**src/rtl/rtc_pkg.sv**
```systemverilog
// RTC bus sequencer shared definitions.
// Command codes, register map, access steps and per-command tables.
package rtc_pkg;

  localparam logic [2:0] CMD_RD_ALL   = 3'd1;
  localparam logic [2:0] CMD_WR_TIME  = 3'd2;
  localparam logic [2:0] CMD_WR_DATE  = 3'd3;
  localparam logic [2:0] CMD_WR_TIMER = 3'd4;
  localparam logic [2:0] CMD_WR_CTRL  = 3'd5;

  localparam logic [7:0] ADDR_CTRL  = 8'h00;
  localparam logic [7:0] ADDR_SEC   = 8'h21;
  localparam logic [7:0] ADDR_MIN   = 8'h22;
  localparam logic [7:0] ADDR_HR    = 8'h23;
  localparam logic [7:0] ADDR_DAY   = 8'h24;
  localparam logic [7:0] ADDR_MON   = 8'h25;
  localparam logic [7:0] ADDR_YEAR  = 8'h26;
  localparam logic [7:0] ADDR_TSEC  = 8'h41;
  localparam logic [7:0] ADDR_TMIN  = 8'h42;
  localparam logic [7:0] ADDR_THR   = 8'h43;
  localparam logic [7:0] ADDR_XTIME = 8'hF1;
  localparam logic [7:0] ADDR_XTMR  = 8'hF2;

  localparam int IDX_W = 4;
  localparam logic [IDX_W-1:0] RD_LEN = 4'd9;
  localparam logic [IDX_W-1:0] WR_LEN = 4'd4;

  typedef enum logic [2:0] {
    A_SET,
    A_STB,
    A_HLD,
    D_SET,
    D_STB,
    D_HLD,
    GAP
  } step_e;

  function automatic logic cmd_ok(
    input logic [2:0] c
  );
    return (c >= CMD_RD_ALL) &&
           (c <= CMD_WR_CTRL);
  endfunction

  function automatic logic [IDX_W-1:0]
    cmd_len(input logic [2:0] c);
    logic [IDX_W-1:0] n;
    n = '0;
    case (c)
      CMD_RD_ALL:   n = RD_LEN;
      CMD_WR_TIME:  n = WR_LEN;
      CMD_WR_DATE:  n = WR_LEN;
      CMD_WR_TIMER: n = WR_LEN;
      CMD_WR_CTRL:  n = 4'd1;
      default:      n = '0;
    endcase
    return n;
  endfunction

  function automatic logic [7:0] cmd_addr(
    input logic [2:0]       c,
    input logic [IDX_W-1:0] i
  );
    logic [7:0] a;
    a = ADDR_CTRL;
    case (c)
      CMD_RD_ALL: begin
        case (i)
          4'd0:    a = ADDR_SEC;
          4'd1:    a = ADDR_MIN;
          4'd2:    a = ADDR_HR;
          4'd3:    a = ADDR_DAY;
          4'd4:    a = ADDR_MON;
          4'd5:    a = ADDR_YEAR;
          4'd6:    a = ADDR_TSEC;
          4'd7:    a = ADDR_TMIN;
          4'd8:    a = ADDR_THR;
          default: a = ADDR_CTRL;
        endcase
      end
      CMD_WR_TIME: begin
        case (i)
          4'd0:    a = ADDR_SEC;
          4'd1:    a = ADDR_MIN;
          4'd2:    a = ADDR_HR;
          default: a = ADDR_XTIME;
        endcase
      end
      CMD_WR_DATE: begin
        case (i)
          4'd0:    a = ADDR_DAY;
          4'd1:    a = ADDR_MON;
          4'd2:    a = ADDR_YEAR;
          default: a = ADDR_XTIME;
        endcase
      end
      CMD_WR_TIMER: begin
        case (i)
          4'd0:    a = ADDR_TSEC;
          4'd1:    a = ADDR_TMIN;
          4'd2:    a = ADDR_THR;
          default: a = ADDR_XTMR;
        endcase
      end
      default: a = ADDR_CTRL;
    endcase
    return a;
  endfunction

endpackage

```
**src/rtl/rtc_bus_cycle.sv**
```systemverilog
// One multiplexed AD-bus access: address phase, data phase, gap.
// Pin outputs are registered from the next-state decode.
module rtc_bus_cycle
  import rtc_pkg::*;
#(
  parameter int T_STEP = 10
) (
  input  logic       clock,
  input  logic       reset,
  input  logic       start,
  input  logic       rw,
  input  logic [7:0] addr,
  input  logic [7:0] data,
  input  logic [7:0] ad_in,
  output logic       ack,
  output logic [7:0] rdata,
  output logic [7:0] ad_out,
  output logic       ad_oe,
  output logic       a_d,
  output logic       cs_n,
  output logic       rd_n,
  output logic       wr_n
);

  localparam int CW =
    (T_STEP > 1) ? $clog2(T_STEP) : 1;
  localparam logic [CW-1:0] CMAX =
    CW'(T_STEP - 1);

  logic          active;
  step_e         step;
  logic [CW-1:0] cnt;
  logic [7:0]    a_reg;
  logic [7:0]    d_reg;
  logic          rw_reg;
  logic          last_cnt;

  logic          n_act;
  step_e         n_step;
  logic [CW-1:0] n_cnt;
  logic [7:0]    n_addr;
  logic [7:0]    n_data;
  logic          n_rw;

  logic [7:0]    o_out;
  logic          o_oe;
  logic          o_ad;
  logic          o_cs;
  logic          o_rd;
  logic          o_wr;

  // Step sequencing: each step holds for T_STEP cycles
  always_comb begin
    last_cnt = (cnt == CMAX);
    ack      = active && (step == GAP) &&
               last_cnt;
    n_act  = active;
    n_step = step;
    n_cnt  = cnt;
    n_addr = a_reg;
    n_data = d_reg;
    n_rw   = rw_reg;
    if (start) begin
      n_act  = 1'b1;
      n_step = A_SET;
      n_cnt  = '0;
      n_addr = addr;
      n_data = data;
      n_rw   = rw;
    end else if (active) begin
      if (last_cnt) begin
        n_cnt = '0;
        if (step == GAP) begin
          n_act  = 1'b0;
          n_step = A_SET;
        end else begin
          n_step = step_e'(step + 3'd1);
        end
      end else begin
        n_cnt = cnt + 1'b1;
      end
    end
  end

  // Pin decode for the step about to be entered
  always_comb begin
    o_out = 8'h00;
    o_oe  = 1'b0;
    o_ad  = 1'b1;
    o_cs  = 1'b1;
    o_rd  = 1'b1;
    o_wr  = 1'b1;
    if (n_act) begin
      unique case (n_step)
        A_SET, A_HLD: begin
          o_ad  = 1'b0;
          o_oe  = 1'b1;
          o_out = n_addr;
        end
        A_STB: begin
          o_ad  = 1'b0;
          o_oe  = 1'b1;
          o_out = n_addr;
          o_cs  = 1'b0;
          o_wr  = 1'b0;
        end
        D_SET, D_HLD: begin
          o_oe  = !n_rw;
          o_out = n_rw ? 8'h00 : n_data;
        end
        D_STB: begin
          o_oe  = !n_rw;
          o_out = n_rw ? 8'h00 : n_data;
          o_cs  = 1'b0;
          o_rd  = !n_rw;
          o_wr  = n_rw;
        end
        default: ;
      endcase
    end
  end

  // Step state, read capture and registered pins
  always_ff @(posedge clock) begin
    if (reset) begin
      active <= 1'b0;
      step   <= A_SET;
      cnt    <= '0;
      a_reg  <= 8'h00;
      d_reg  <= 8'h00;
      rw_reg <= 1'b0;
      rdata  <= 8'h00;
      ad_out <= 8'h00;
      ad_oe  <= 1'b0;
      a_d    <= 1'b1;
      cs_n   <= 1'b1;
      rd_n   <= 1'b1;
      wr_n   <= 1'b1;
    end else begin
      active <= n_act;
      step   <= n_step;
      cnt    <= n_cnt;
      a_reg  <= n_addr;
      d_reg  <= n_data;
      rw_reg <= n_rw;
      if (active && rw_reg &&
          step == D_STB && last_cnt)
        rdata <= ad_in;
      ad_out <= o_out;
      ad_oe  <= o_oe;
      a_d    <= o_ad;
      cs_n   <= o_cs;
      rd_n   <= o_rd;
      wr_n   <= o_wr;
    end
  end

endmodule

```
**src/rtl/rtc_bus_sequencer.sv**
```systemverilog
// RTC transaction sequencer: turns one command into a list of bus
// accesses, holds operands and the read-back shadow registers.
module rtc_bus_sequencer
  import rtc_pkg::*;
#(
  parameter int T_STEP = 10
) (
  input  logic        clock,
  input  logic        reset,
  input  logic        cmd_valid,
  input  logic [2:0]  cmd,
  input  logic [23:0] wr_time,
  input  logic [23:0] wr_date,
  input  logic [23:0] wr_timer,
  input  logic [7:0]  wr_ctrl,
  output logic        busy,
  output logic        done,
  output logic        cmd_drop,
  output logic [23:0] rd_time,
  output logic [23:0] rd_date,
  output logic [23:0] rd_timer,
  output logic [7:0]  ad_out,
  output logic        ad_oe,
  input  logic [7:0]  ad_in,
  output logic        a_d,
  output logic        cs_n,
  output logic        rd_n,
  output logic        wr_n
);

  logic [2:0]       cmd_reg;
  logic [IDX_W-1:0] len;
  logic [IDX_W-1:0] idx;
  logic [23:0]      t_reg;
  logic [23:0]      d_reg;
  logic [23:0]      tm_reg;
  logic [7:0]       c_reg;
  logic [8:0][7:0]  shadow;
  logic [8:0][7:0]  shadow_nx;

  logic             accept;
  logic             ack;
  logic             last;
  logic             adv;
  logic             finish;
  logic             start;
  logic [2:0]       s_cmd;
  logic [IDX_W-1:0] s_idx;
  logic [23:0]      s_t;
  logic [23:0]      s_d;
  logic [23:0]      s_tm;
  logic [7:0]       s_c;
  logic [7:0]       s_addr;
  logic [7:0]       s_data;
  logic             s_rw;
  logic [7:0]       rdata;

  // Access selection: first access from live inputs, later from latches
  always_comb begin
    accept = cmd_valid && !busy &&
             cmd_ok(cmd);
    last   = (idx == len - 1'b1);
    adv    = busy && ack && !last;
    finish = busy && ack && last;
    start  = accept || adv;
    s_cmd  = accept ? cmd : cmd_reg;
    s_idx  = accept ? '0 : idx + 1'b1;
    s_t    = accept ? wr_time : t_reg;
    s_d    = accept ? wr_date : d_reg;
    s_tm   = accept ? wr_timer : tm_reg;
    s_c    = accept ? wr_ctrl : c_reg;
    s_addr = cmd_addr(s_cmd, s_idx);
    s_rw   = (s_cmd == CMD_RD_ALL);
    s_data = 8'h00;
    case (s_cmd)
      CMD_WR_TIME: begin
        case (s_idx)
          4'd0:    s_data = s_t[7:0];
          4'd1:    s_data = s_t[15:8];
          4'd2:    s_data = s_t[23:16];
          default: s_data = 8'h00;
        endcase
      end
      CMD_WR_DATE: begin
        case (s_idx)
          4'd0:    s_data = s_d[7:0];
          4'd1:    s_data = s_d[15:8];
          4'd2:    s_data = s_d[23:16];
          default: s_data = 8'h00;
        endcase
      end
      CMD_WR_TIMER: begin
        case (s_idx)
          4'd0:    s_data = s_tm[7:0];
          4'd1:    s_data = s_tm[15:8];
          4'd2:    s_data = s_tm[23:16];
          default: s_data = 8'h00;
        endcase
      end
      CMD_WR_CTRL: s_data = s_c;
      default:     s_data = 8'h00;
    endcase
    shadow_nx = shadow;
    if (busy && ack &&
        cmd_reg == CMD_RD_ALL)
      shadow_nx[idx] = rdata;
  end

  rtc_bus_cycle #(
    .T_STEP (T_STEP)
  ) u_cycle (
    .clock  (clock),
    .reset  (reset),
    .start  (start),
    .rw     (s_rw),
    .addr   (s_addr),
    .data   (s_data),
    .ad_in  (ad_in),
    .ack    (ack),
    .rdata  (rdata),
    .ad_out (ad_out),
    .ad_oe  (ad_oe),
    .a_d    (a_d),
    .cs_n   (cs_n),
    .rd_n   (rd_n),
    .wr_n   (wr_n)
  );

  // Command accept, access index, shadow and result registers
  always_ff @(posedge clock) begin
    if (reset) begin
      busy     <= 1'b0;
      done     <= 1'b0;
      cmd_drop <= 1'b0;
      cmd_reg  <= 3'd0;
      len      <= '0;
      idx      <= '0;
      t_reg    <= 24'h0;
      d_reg    <= 24'h0;
      tm_reg   <= 24'h0;
      c_reg    <= 8'h00;
      shadow   <= '0;
      rd_time  <= 24'h0;
      rd_date  <= 24'h0;
      rd_timer <= 24'h0;
    end else begin
      cmd_drop <= cmd_valid && !accept;
      done     <= finish;
      shadow   <= shadow_nx;
      if (accept) begin
        busy    <= 1'b1;
        cmd_reg <= cmd;
        len     <= cmd_len(cmd);
        idx     <= '0;
        t_reg   <= wr_time;
        d_reg   <= wr_date;
        tm_reg  <= wr_timer;
        c_reg   <= wr_ctrl;
      end else if (adv) begin
        idx <= idx + 1'b1;
      end else if (finish) begin
        busy <= 1'b0;
      end
      if (finish &&
          cmd_reg == CMD_RD_ALL) begin
        rd_time  <= {shadow_nx[2],
                     shadow_nx[1],
                     shadow_nx[0]};
        rd_date  <= {shadow_nx[5],
                     shadow_nx[4],
                     shadow_nx[3]};
        rd_timer <= {shadow_nx[8],
                     shadow_nx[7],
                     shadow_nx[6]};
      end
    end
  end

endmodule

```
**config.mk**
```make
export PLATFORM = sky130hd
export DESIGN_NAME = rtc_bus_sequencer
export DESIGN_NICKNAME = d
export VERILOG_FILES = /design/src/rtl/rtc_pkg.sv /design/src/rtl/rtc_bus_cycle.sv /design/src/rtl/rtc_bus_sequencer.sv
export SDC_FILE = /design/constraint.sdc
export NUM_CORES = 1
export LEC_CHECK = 0
export ABC_AREA = 1
export CAP_MARGIN = 20
export CORE_ASPECT_RATIO = 2
export CORE_MARGIN = 4
export CORE_UTILIZATION = 56
export CTS_BUF_LIST = sky130_fd_sc_hd__clkbuf_8
export DETAILED_ROUTE_END_ITERATION = 12
export GPL_TIMING_DRIVEN = 0
export PLACE_DENSITY = 0.82
export RECOVER_POWER = 50
export SYNTH_ARGS = -nofsm -noshare
export SYNTH_HDL_FRONTEND = slang
export SYNTH_HIERARCHICAL = 1
export SYNTH_SLANG_ARGS = --single-unit
```
**constraint.sdc**
```tcl
create_clock -name clock -period 3.7 [get_ports clock]
set_input_delay 0.555 -clock clock [delete_from_list [all_inputs] [get_ports clock]]
set_output_delay 0.555 -clock clock [all_outputs]
set_load 0.02 [all_outputs]
```
==> out/metrics.cfg <==
[logic_synthesis]
yosys.area_share.xor_xnor_pct=0.3571
syn_nets=1735
avgSynthCellArea_sq_um=7.300
synth.most_common_cell=nand2_1
synth_ff_type=dfxtp_1
synthCells=1632
ys_ff_latch=283
synth_top_area_share_pct=47.55
synthTopCellsByArea=dfxtp_1 48%, nand2_1 11%, a21oi_1 7.1%
synth-compound-area-share_pct=16.50
yosysTopAreaCell=dfxtp_1
synth_common_cells=351 x nand2_1, 283 x dfxtp_1, 168 x a21oi_1
synth_top_family_by_area=simple AND/OR/NAND/NOR gates
synth_edf_count=0
synthMuxAreaShare_pct=0.6721
yosys_warnings=6
async_reset_ff_share_pct=0
yosysSeqAreaShare_pct=47.55
synth_fa_ha_area_share_pct=0.9452
syn-cell-area_sq_mm=0.01191
synth_cell_type_count=42
synthSimpleGateAreaFrac_pct=24.96

[critical_path]
worst-path-max-fanout=10
critPathMaxStageDelay_ns=0.47
r2r-end=u_cycle/ad_out[3]
crit_buf_inv=7
worstSetupEndpointType=register
cpLargestDelayFamily=buffers and inverters
r2r_start=idx[0]
worstPathCellList=clkdlybuf4s50_1, nand2_1, nand3_1, nor2_2, buf_4, buf_4, nor2_2, inv_1, ha_2, buf_2, nand3_1, nand3_1, nand2_1, nand2_1, inv_1, nand2_1, or2_0, o21ai_0, inv_1, nand3_1, a21oi_1
path_class=primary input to register
start_kind=primary input
required_ns=4.15
cp.arrival_ns=3.85
regToRegSetupSlack_ns=0.51
worst_path_max_delay_cell=clkdlybuf4s50_1
reg2reg_depth=19

[global_route]
grt_pass1_wl_um=57900
grt_max_degree=12
grt_pass1_vias=11900
grt_overflow=0
grt_antenna_before_repair=1
grt.total_usage_pct=30.04

[timing]
slew_headroom_pct=22.12
timing.final.max_slew_violations=0
setup_violations=0
fmax_mhz=293.5
worst_slew_pin_slew_ns=1.159
final_hold_viol_count=0
period_share_pct=92.10
finClkSkew_ns=0.02419
rsz0062_at_grt=false
fin_crit_ns=3.408
fin_ws_ns=0.2925

[clock_tree]
cts_buffers=39
clk_latency_ns=0.55
cts_tree=done
path_clk_slew_ns=0.06
htreeDepth=2
clock_sinks=283
cts_root_buffer=clkbuf_8
hold_buffers=0
clock_path_buffers=3

[route]
vias_per_cell=5.338
vias=11480
drc_errors=0
antenna_left=0
wirelength_um=36210
dr.pass1.iters=8
first_iter_violations=683
wl_per_cell_um=16.83

[floorplan]
design.die.area_sq_mm=0.02381
die_h_um=214.3
io_pins=182
initial_core_util_pct=56.93
rows=75
dieWidth_um=111.1
core_sq_mm=0.02093

[finish]
final_cell_area_sq_mm=0.01492
nets=1958
largest_reg_flops=72
largest-register=shadow
area_delta_synth_final_pct=25.23
stdcell_count=2151
fillers=1747
drive_gt1_share_pct=7.970
n_antenna_cell=0

[pwr]
cellLeakagePower_nw=6.531
p_comb_share_pct=10.4
ir_drop_uv=335.3
pwr-share-seq_pct=48.3
p_total_mw=6.533
p_clk_share_pct=41.3
p_int_mw=4.871
netSwitchingFraction_pct=25.45
p_sw_mw=1.663
power_density_mw_per_mm2=437.9

[place]
dp_worst_setup_slack_ns=-0.7970
portBuffers=181
placed_cells=2082
globalplace.congestion=0.9404
placed_cell_area_sq_mm=0.01406
dp_hpwl_um=26770

[hold_path]
hold_path_class=register to register
min_to=t_reg[4]
whs_path_depth=2
hold_start=t_reg[4]

[status]
status=finished, final reports clean

[job]
max_cap_violations=0

cells by family after synthesis:
group | after synthesis
flip-flops | 283
XOR/XNOR | 4
adder cells (fa/ha/maj) | 9
AO/OA/AOI/OAI | 369
AND/OR/NAND/NOR | 690
multiplexers | 8
buffers and inverters | 268
other | 1
stage by stage:
stage / TNS, ns / hold slack, ns / util [%]
after detailed placement: -11.83 / 0.4605 / 67.20
after global routing: 0 / 0.4825 / 71.29
after global placement: -10.83 / 0.4556 / 67.20
after floorplan: 0 / 0.4464 / -
after CTS: 0 / 0.4705 / 71.37
final: 0 / 0.4684 / 71.29
how the worst max path moves through the flow:
| stage | startpoint | endpoint | cells past startpoint |
|---|---|---|---|
| 6_report | cmd[2] | u_cycle/ad_out[2] | 21 |
| 5_1_grt | cmd[1] | u_cycle/ad_out[3] | 22 |
| 4_1_cts | cmd[1] | u_cycle/ad_out[2] | 23 |
| 3_5_place_dp | cmd[1] | u_cycle/ad_out[2] | 23 |
| 3_3_place_gp | cmd[1] | u_cycle/ad_out[2] | 23 |
| 2_1_floorplan | cmd[2] | u_cycle/ad_out[0] | 20 |
cells in the final DEF, fill, tap and decap left out, types with 5 or more instances in the layout:
cell             instances
a21oi_1                168
buf_2                   23
buf_4                    7
clkbuf_1                55
clkbuf_8                49
clkdlybuf4s50_1         92
clkinv_2                 7
dfxtp_1                283
dlygate4sd3_1           89
ha_1                     7
inv_1                  161
inv_2                   19
mux2i_1                  8
nand2_1                350
nand2_2                  7
nand3_1                141
nand4_1                  5
nor2_1                 145
nor2_2                  10
o21a_1                  24
o21ai_0                162
or2_0                   10
or2_1                    8
power by group through the flow:
stage | registers, mW | clock network, mW | logic, mW
2_1_floorplan | 3.23 | 0 | 0.390
3_3_place_gp | 3.22 | 0 | 0.662
3_5_place_dp | 3.22 | 0 | 0.670
4_1_cts | 3.15 | 2.72 | 0.676
5_1_grt | 3.16 | 2.85 | 0.746
6_report | 3.15 | 2.70 | 0.682
layout make-up:
type	instances	area [sq um]	area share, %
timing repair buffer	184	1834	12.29
inverter	177	666.9	4.470
sequential	283	5665	37.97
clock inverter	19	193.9	1.300
tap	269	336.6	2.256
buffer	89	392.9	2.633
clock buffer	49	674.4	4.520
multi-input combinational	1081	5155	34.55
worst reg2reg max path, delay by kind of cell, from the launching register on:
kind,cells,cell delay [ns]
adders and majority gates,2,0.52
DFF,1,0.50
and+or+nand+nor,8,0.94
AOI/OAI and AO/OA,2,0.19
buffers and inverters,7,0.90
metal layers:
metal / up-vias / track usage (%) / wire length (um)
li1: 5675 / - / -
met2: 454 / 56.87 / 19010
met1: 5174 / 27.69 / 12030
met4: 2 / 21.92 / 3023
met3: 178 / 6.072 / 2133
met5: - / 0 / 13
timing repair:
action	CTS	global route
setup buffers	0	3
endpoints found under the setup margin	10	9
resized for setup	5	11
pin swaps	0	2
Note: power is estimated with default switching activity, not from simulation.
